==> config.mk <==
export PLATFORM = sky130hd
export DESIGN_NAME = bcd_operand_entry
export DESIGN_NICKNAME = d
export VERILOG_FILES = /design/src/rtl/bcd_operand_entry.sv
export SDC_FILE = /design/constraint.sdc
export NUM_CORES = 1
export LEC_CHECK = 0
export CAP_MARGIN = 20
export CELL_PAD_IN_SITES_DETAIL_PLACEMENT = 1
export CELL_PAD_IN_SITES_GLOBAL_PLACEMENT = 2
export CORE_MARGIN = 2
export CORE_UTILIZATION = 34
export DETAILED_ROUTE_END_ITERATION = 8
export PLACE_DENSITY_LB_ADDON = 0.1
export SETUP_SLACK_MARGIN = 0.05
export SLEW_MARGIN = 20
export SYNTH_ARGS = -nofsm -noshare
export SYNTH_HDL_FRONTEND = slang
export SYNTH_SLANG_ARGS = --single-unit
==> constraint.sdc <==
create_clock -name clk -period 2.6 [get_ports clk]
set_clock_uncertainty 0.15 [all_clocks]
set_input_delay 0.52 -clock clk [delete_from_list [all_inputs] [get_ports clk]]
set_output_delay 0.52 -clock clk [all_outputs]
set_load 0.05 [all_outputs]
==> src/rtl/bcd_operand_entry.sv <==
// Two-operand BCD entry controller: debounces four push-buttons, shifts BCD digits
// into the operand being entered, toggles signs, and steps ENTRY_A -> ENTRY_B -> RESULT.
module bcd_operand_entry #(
   parameter int unsigned DEBOUNCE_CYCLES = 50000
) (
   input  logic       clk,
   input  logic       reset,
   input  logic       KEY_digit_n,
   input  logic       KEY_sign_n,
   input  logic       KEY_enter_n,
   input  logic       KEY_clear_n,
   input  logic [3:0] SW,
   output logic [9:0] A,
   output logic [9:0] B,
   output logic       negativeA,
   output logic       negativeB,
   output logic       key,
   output logic       go,
   output logic       digit_err,
   output logic [1:0] state
);

   localparam int unsigned CntW = $clog2(DEBOUNCE_CYCLES + 1);
   localparam logic [CntW-1:0] CntLast = CntW'(DEBOUNCE_CYCLES - 1);

   // Button index order: 0 digit, 1 sign, 2 enter, 3 clear (clear has top priority).
   localparam int unsigned BtnDigit = 0;
   localparam int unsigned BtnSign  = 1;
   localparam int unsigned BtnEnter = 2;
   localparam int unsigned BtnClear = 3;

   typedef enum logic [1:0] {
      StEntryA = 2'b00,
      StEntryB = 2'b01,
      StResult = 2'b10
   } state_t;

   logic [3:0]      btn_raw;
   logic [3:0]      btn_s1, btn_s2;
   logic [3:0]      sw_s1, sw_s2;
   logic [3:0]      deb;
   logic [CntW-1:0] cnt [4];
   logic [3:0]      armed;
   logic [3:0]      ev;
   logic [1:0]      settle;
   logic            settled;
   state_t          st;

   logic [9:0]      cur_op;
   logic            digit_ok;
   logic [9:0]      shifted;

   assign btn_raw = {KEY_clear_n, KEY_enter_n, KEY_sign_n, KEY_digit_n};
   assign settled = (settle == 2'd2);
   assign state   = st;

   // Two-flop synchronizers plus a short post-reset settle count so that arming only
   // looks at real (not reset-forced) synchronized levels.
   always_ff @(posedge clk) begin
      if (reset) begin
         btn_s1 <= '1;
         btn_s2 <= '1;
         sw_s1  <= '1;
         sw_s2  <= '1;
         settle <= '0;
      end else begin
         btn_s1 <= btn_raw;
         btn_s2 <= btn_s1;
         sw_s1  <= SW;
         sw_s2  <= sw_s1;
         if (!settled) settle <= settle + 2'd1;
      end
   end

   // Per-button debounce; a press event fires the cycle after the debounced level falls.
   // A button is armed only once seen released after reset, so a press held across reset
   // produces nothing until it is released and pressed again.
   always_ff @(posedge clk) begin
      if (reset) begin
         deb   <= '1;
         armed <= '0;
         ev    <= '0;
         for (int i = 0; i < 4; i++) cnt[i] <= '0;
      end else begin
         for (int i = 0; i < 4; i++) begin
            ev[i] <= armed[i] & deb[i] & ~btn_s2[i] & (cnt[i] == CntLast);
            if (btn_s2[i] != deb[i]) begin
               if (cnt[i] == CntLast) begin
                  deb[i] <= btn_s2[i];
                  cnt[i] <= '0;
               end else begin
                  cnt[i] <= cnt[i] + 1'b1;
               end
            end else begin
               cnt[i] <= '0;
            end
            if (settled && btn_s2[i]) armed[i] <= 1'b1;
         end
      end
   end

   // Digit acceptance: the current tens digit becomes hundreds, which only holds 0-3.
   always_comb begin
      cur_op   = (st == StEntryB) ? B : A;
      digit_ok = (sw_s2 <= 4'd9) && (cur_op[7:4] <= 4'd3);
      shifted  = {cur_op[5:4], cur_op[3:0], sw_s2};
   end

   // Main state machine; only the highest-priority event acts in a given cycle.
   always_ff @(posedge clk) begin
      if (reset) begin
         st        <= StEntryA;
         A         <= '0;
         B         <= '0;
         negativeA <= 1'b0;
         negativeB <= 1'b0;
         key       <= 1'b0;
         go        <= 1'b0;
         digit_err <= 1'b0;
      end else begin
         go        <= 1'b0;
         digit_err <= 1'b0;
         if (ev[BtnClear]) begin
            case (st)
               StEntryA: begin
                  A         <= '0;
                  negativeA <= 1'b0;
               end
               StEntryB: begin
                  B         <= '0;
                  negativeB <= 1'b0;
               end
               default: begin
                  st        <= StEntryA;
                  key       <= 1'b0;
                  A         <= '0;
                  B         <= '0;
                  negativeA <= 1'b0;
                  negativeB <= 1'b0;
               end
            endcase
         end else if (ev[BtnEnter]) begin
            case (st)
               StEntryA: st <= StEntryB;
               StEntryB: begin
                  st  <= StResult;
                  key <= 1'b1;
                  go  <= 1'b1;
               end
               default: begin
                  st        <= StEntryA;
                  key       <= 1'b0;
                  A         <= '0;
                  B         <= '0;
                  negativeA <= 1'b0;
                  negativeB <= 1'b0;
               end
            endcase
         end else if (ev[BtnSign]) begin
            if (st == StEntryA) negativeA <= ~negativeA;
            else if (st == StEntryB) negativeB <= ~negativeB;
         end else if (ev[BtnDigit] && (st != StResult)) begin
            if (!digit_ok) digit_err <= 1'b1;
            else if (st == StEntryA) A <= shifted;
            else B <= shifted;
         end
      end
   end

endmodule
==> flow_summary_export.csv <==
group,metric,value,unit
run_status,status,"complete, no violations",
drt,firstDrtPassIters,4,
power,seqPwrFrac,0.448,
drt,drt_iter0_drc,136,
layout,fin_cells,883,
critical_path,slowest_stage,"clkdlybuf4s50_1",
synthesis,ys_ff_latch,121,
clocking,cts_hold_buf,0,
global_route,grt_max_degree,33,
drt,wl_per_cell,13.8,um
power,power.switching,1.02,mW
layout,fin_nets,669,
layout,syn_to_final_growth,25.4,%
critical_path,end_kind,"output pin",
critical_path,crit_buf_inv,1,
power,internal_power,3.83,mW
synthesis,yosys_warnings,0,
job,maxCapViolations,0,
clocking,ctsResizeCount,0,
global_route,grt_overflow,0,
clocking,path_clk_slew,0.05,ns
drt,ant_nets,0,
synthesis,ys_seq_area_frac,0.548,
clocking,clock_latency,0.41,ns
critical_path,cp.arrival,1.82,ns
sta,hold_violations,0,
critical_path,path_class,"reg -> out",
place,portBuffers,36,
layout,drive_gt1_frac,0.0915,
clocking,cts_sinks,121,
drt,vias_per_cell,4.75,
clocking,cts_tree,"yes",
synthesis,synth_area_per_cell,10.1,sq um
drt,drc,0,
critical_path,critical_path_peak_fanout,10,
sta,final-max-slew-violation-count,0,
clocking,cts_root_buffer,"clkbuf_16",
synthesis,netlist_instances,553,
critical_path,slowest_delay,0.89,ns
critical_path,critPathLaunchType,"flip-flop",
sta,slew_headroom,0.509,
critical_path,cp.required,1.93,ns
place,placedCellCount,851,
power,leakagePower,2.53,nW
power,switching_share,0.210,
power,clkPwrFrac,0.503,
clocking,cts_max_level,4,
floorplan,fp.dieW,132,um
sta,fin_crit_sh,0.959,
power,peakVddDrop,0.494,mV
critical_path,rrSetupSlack,0.26,ns
global_route,antenna_found_initial,0,
clocking,cts_setup_buffers,0,
synthesis,netlist_area,0.00559,sq mm
floorplan,design.die.area,0.0175,sq mm
layout,regMostFlops,"cnt",
synthesis,synth_cell_types,51,
place,hpwl,8.60,mm
floorplan,die_y,132,um
layout,diodes,0,
sta,timing.final.crit_period,2.49,ns
floorplan,start_util,0.349,
floorplan,rows,46,
drt,via_count,4195,
drt,wirelength,12.2,mm
place,gp_congestion,0.757,
sta,setup_viol_count_final,0,
floorplan,pin_count,37,
layout,top_regs,"cnt: 64 flops, A: 10 flops, B: 10 flops",
power,powerDensity,692,mW/mm^2
layout,largest_reg_flops,64,
sta,grt_setup_unrepaired,"no",
critical_path,path_cells,"clkdlybuf4s50_1",
sta,setup_tns,0,ns
clocking,tritoncts.num_buffers,17,
sta,tightestPinTransition,0.737,ns
global_route,grt_pass1_wl,21.1,mm
critical_path,critical_path.top_delay_family,"buffers and inverters",
floorplan,core,0.0160,sq mm
power,comb_power_share,0.048,
clocking,ctsLongestPathBuffers,2,
sta,fmax,401,MHz
global_route,grt_use_total,0.149,
global_route,grt_pass1_vias,4319,
min_path,worstHoldPathType,"reg -> reg",
-- cells in the mapped netlist, drive strengths merged --
cell type,instances,area [sq um]
a21oi,32,164
nor4bb,3,30.0
o21ai,23,115
inv,13,48.8
mux2i,5,50.1
o31ai,1,21.3
a2bb2oi,3,26.3
conb,1,3.75
a22o,3,26.3
a211o,3,27.5
nand2,31,116
o22a,1,8.76
and4,6,53.8
nand4,22,138
nor2b,5,31.3
a21o,2,15.0
ha,5,62.6
buf,8,57.6
nor3,8,40.0
o22ai,3,18.8
or3,6,38.8
and2b,1,8.76
nor2,90,340
nand2b,5,31.3
nand4b,1,8.76
or4,1,11.3
clkbuf,15,57.6
xnor2,30,263
and4b,2,20.0
or2,17,106
nor4b,2,17.5
dfxtp,57,1140
and2,5,32.5
a22oi,2,15.0
or4b,1,13.8
nand3,28,140
xor2,26,228
nor4,8,50.1
nor3b,2,15.0
edfxtp,64,1920
and3,12,75.1
-- layer usage --
metal	GRT usage	share of wire	routed length, um
met1	0.192	0.49	5980
met2	0.241	0.47	5720
met3	0.0354	0.027	331
met4	0.0591	0.015	184
met5	0	0	0
-- power groups by stage --
stage                     combinational, mW  sequential, mW  clock, mW
after floorplan                       0.176            2.20          0
after global placement                0.224            2.21          0
after detailed placement              0.233            2.21          0
after CTS                             0.235            2.18       2.51
after global routing                  0.272            2.19       2.59
final                                 0.235            2.18       2.44
-- cell type report --
cell class,instances,area [sq um]
Tap cell,216,270
Fill cell,1857,8990
Timing Repair Buffer,42,400
Clock inverter,3,43.8
Sequential cell,121,3060
Clock buffer,29,586
Inverter,13,48.8
Multi-Input combinational cell,459,2600
-- cell families after synthesis --
| group | Yosys count | share of synthesized area |
|---|---|---|
| fa+ha+maj | 5 | 0.0112 |
| buf+inv | 36 | 0.0293 |
| simple gates | 256 | 0.236 |
| compound gates | 73 | 0.0783 |
| mux | 5 | 0.00895 |
| other cells | 1 | 0.000671 |
| xor+xnor | 56 | 0.0877 |
| flops | 121 | 0.548 |
-- through the flow --
step                      area, sq um  power [mW]  hold WS (ns)  utilization  worst slack [ns]
final                            7010        4.85         0.258        0.438             0.106
after global routing             7010        5.05         0.267        0.438            0.0519
after CTS                        7010        4.92         0.260        0.438            0.0893
after detailed placement         6380        2.45         0.247        0.399             0.246
after global placement           6380        2.43         0.242        0.399             0.379
after floorplan                  5830        2.37         0.239            -             0.322
-- worst paths after layout --
kind / startpoint / to / cells past startpoint
max: state[0] / state[0] / 1
min: sw_s1[3] / sw_s2[3] / 1
max reg2reg: cnt[1][0] / cnt[1][14] / 6
min reg2reg: sw_s1[3] / sw_s2[3] / 1
-- cell usage in the layout, fill, tap and decap left out, types with 12 or more instances in the layout --
cell type,instances
a21oi_1,31
and3_1,12
clkbuf_16,21
clkdlybuf4s50_1,35
conb_1,64
dfxtp_1,57
edfxtp_1,64
inv_1,13
nand2_1,31
nand3_1,28
nand4_1,22
nor2_1,89
o21ai_0,23
or2_2,17
xnor2_1,30
xor2_1,26
No activity file was read; power rests on OpenSTA's default activity.
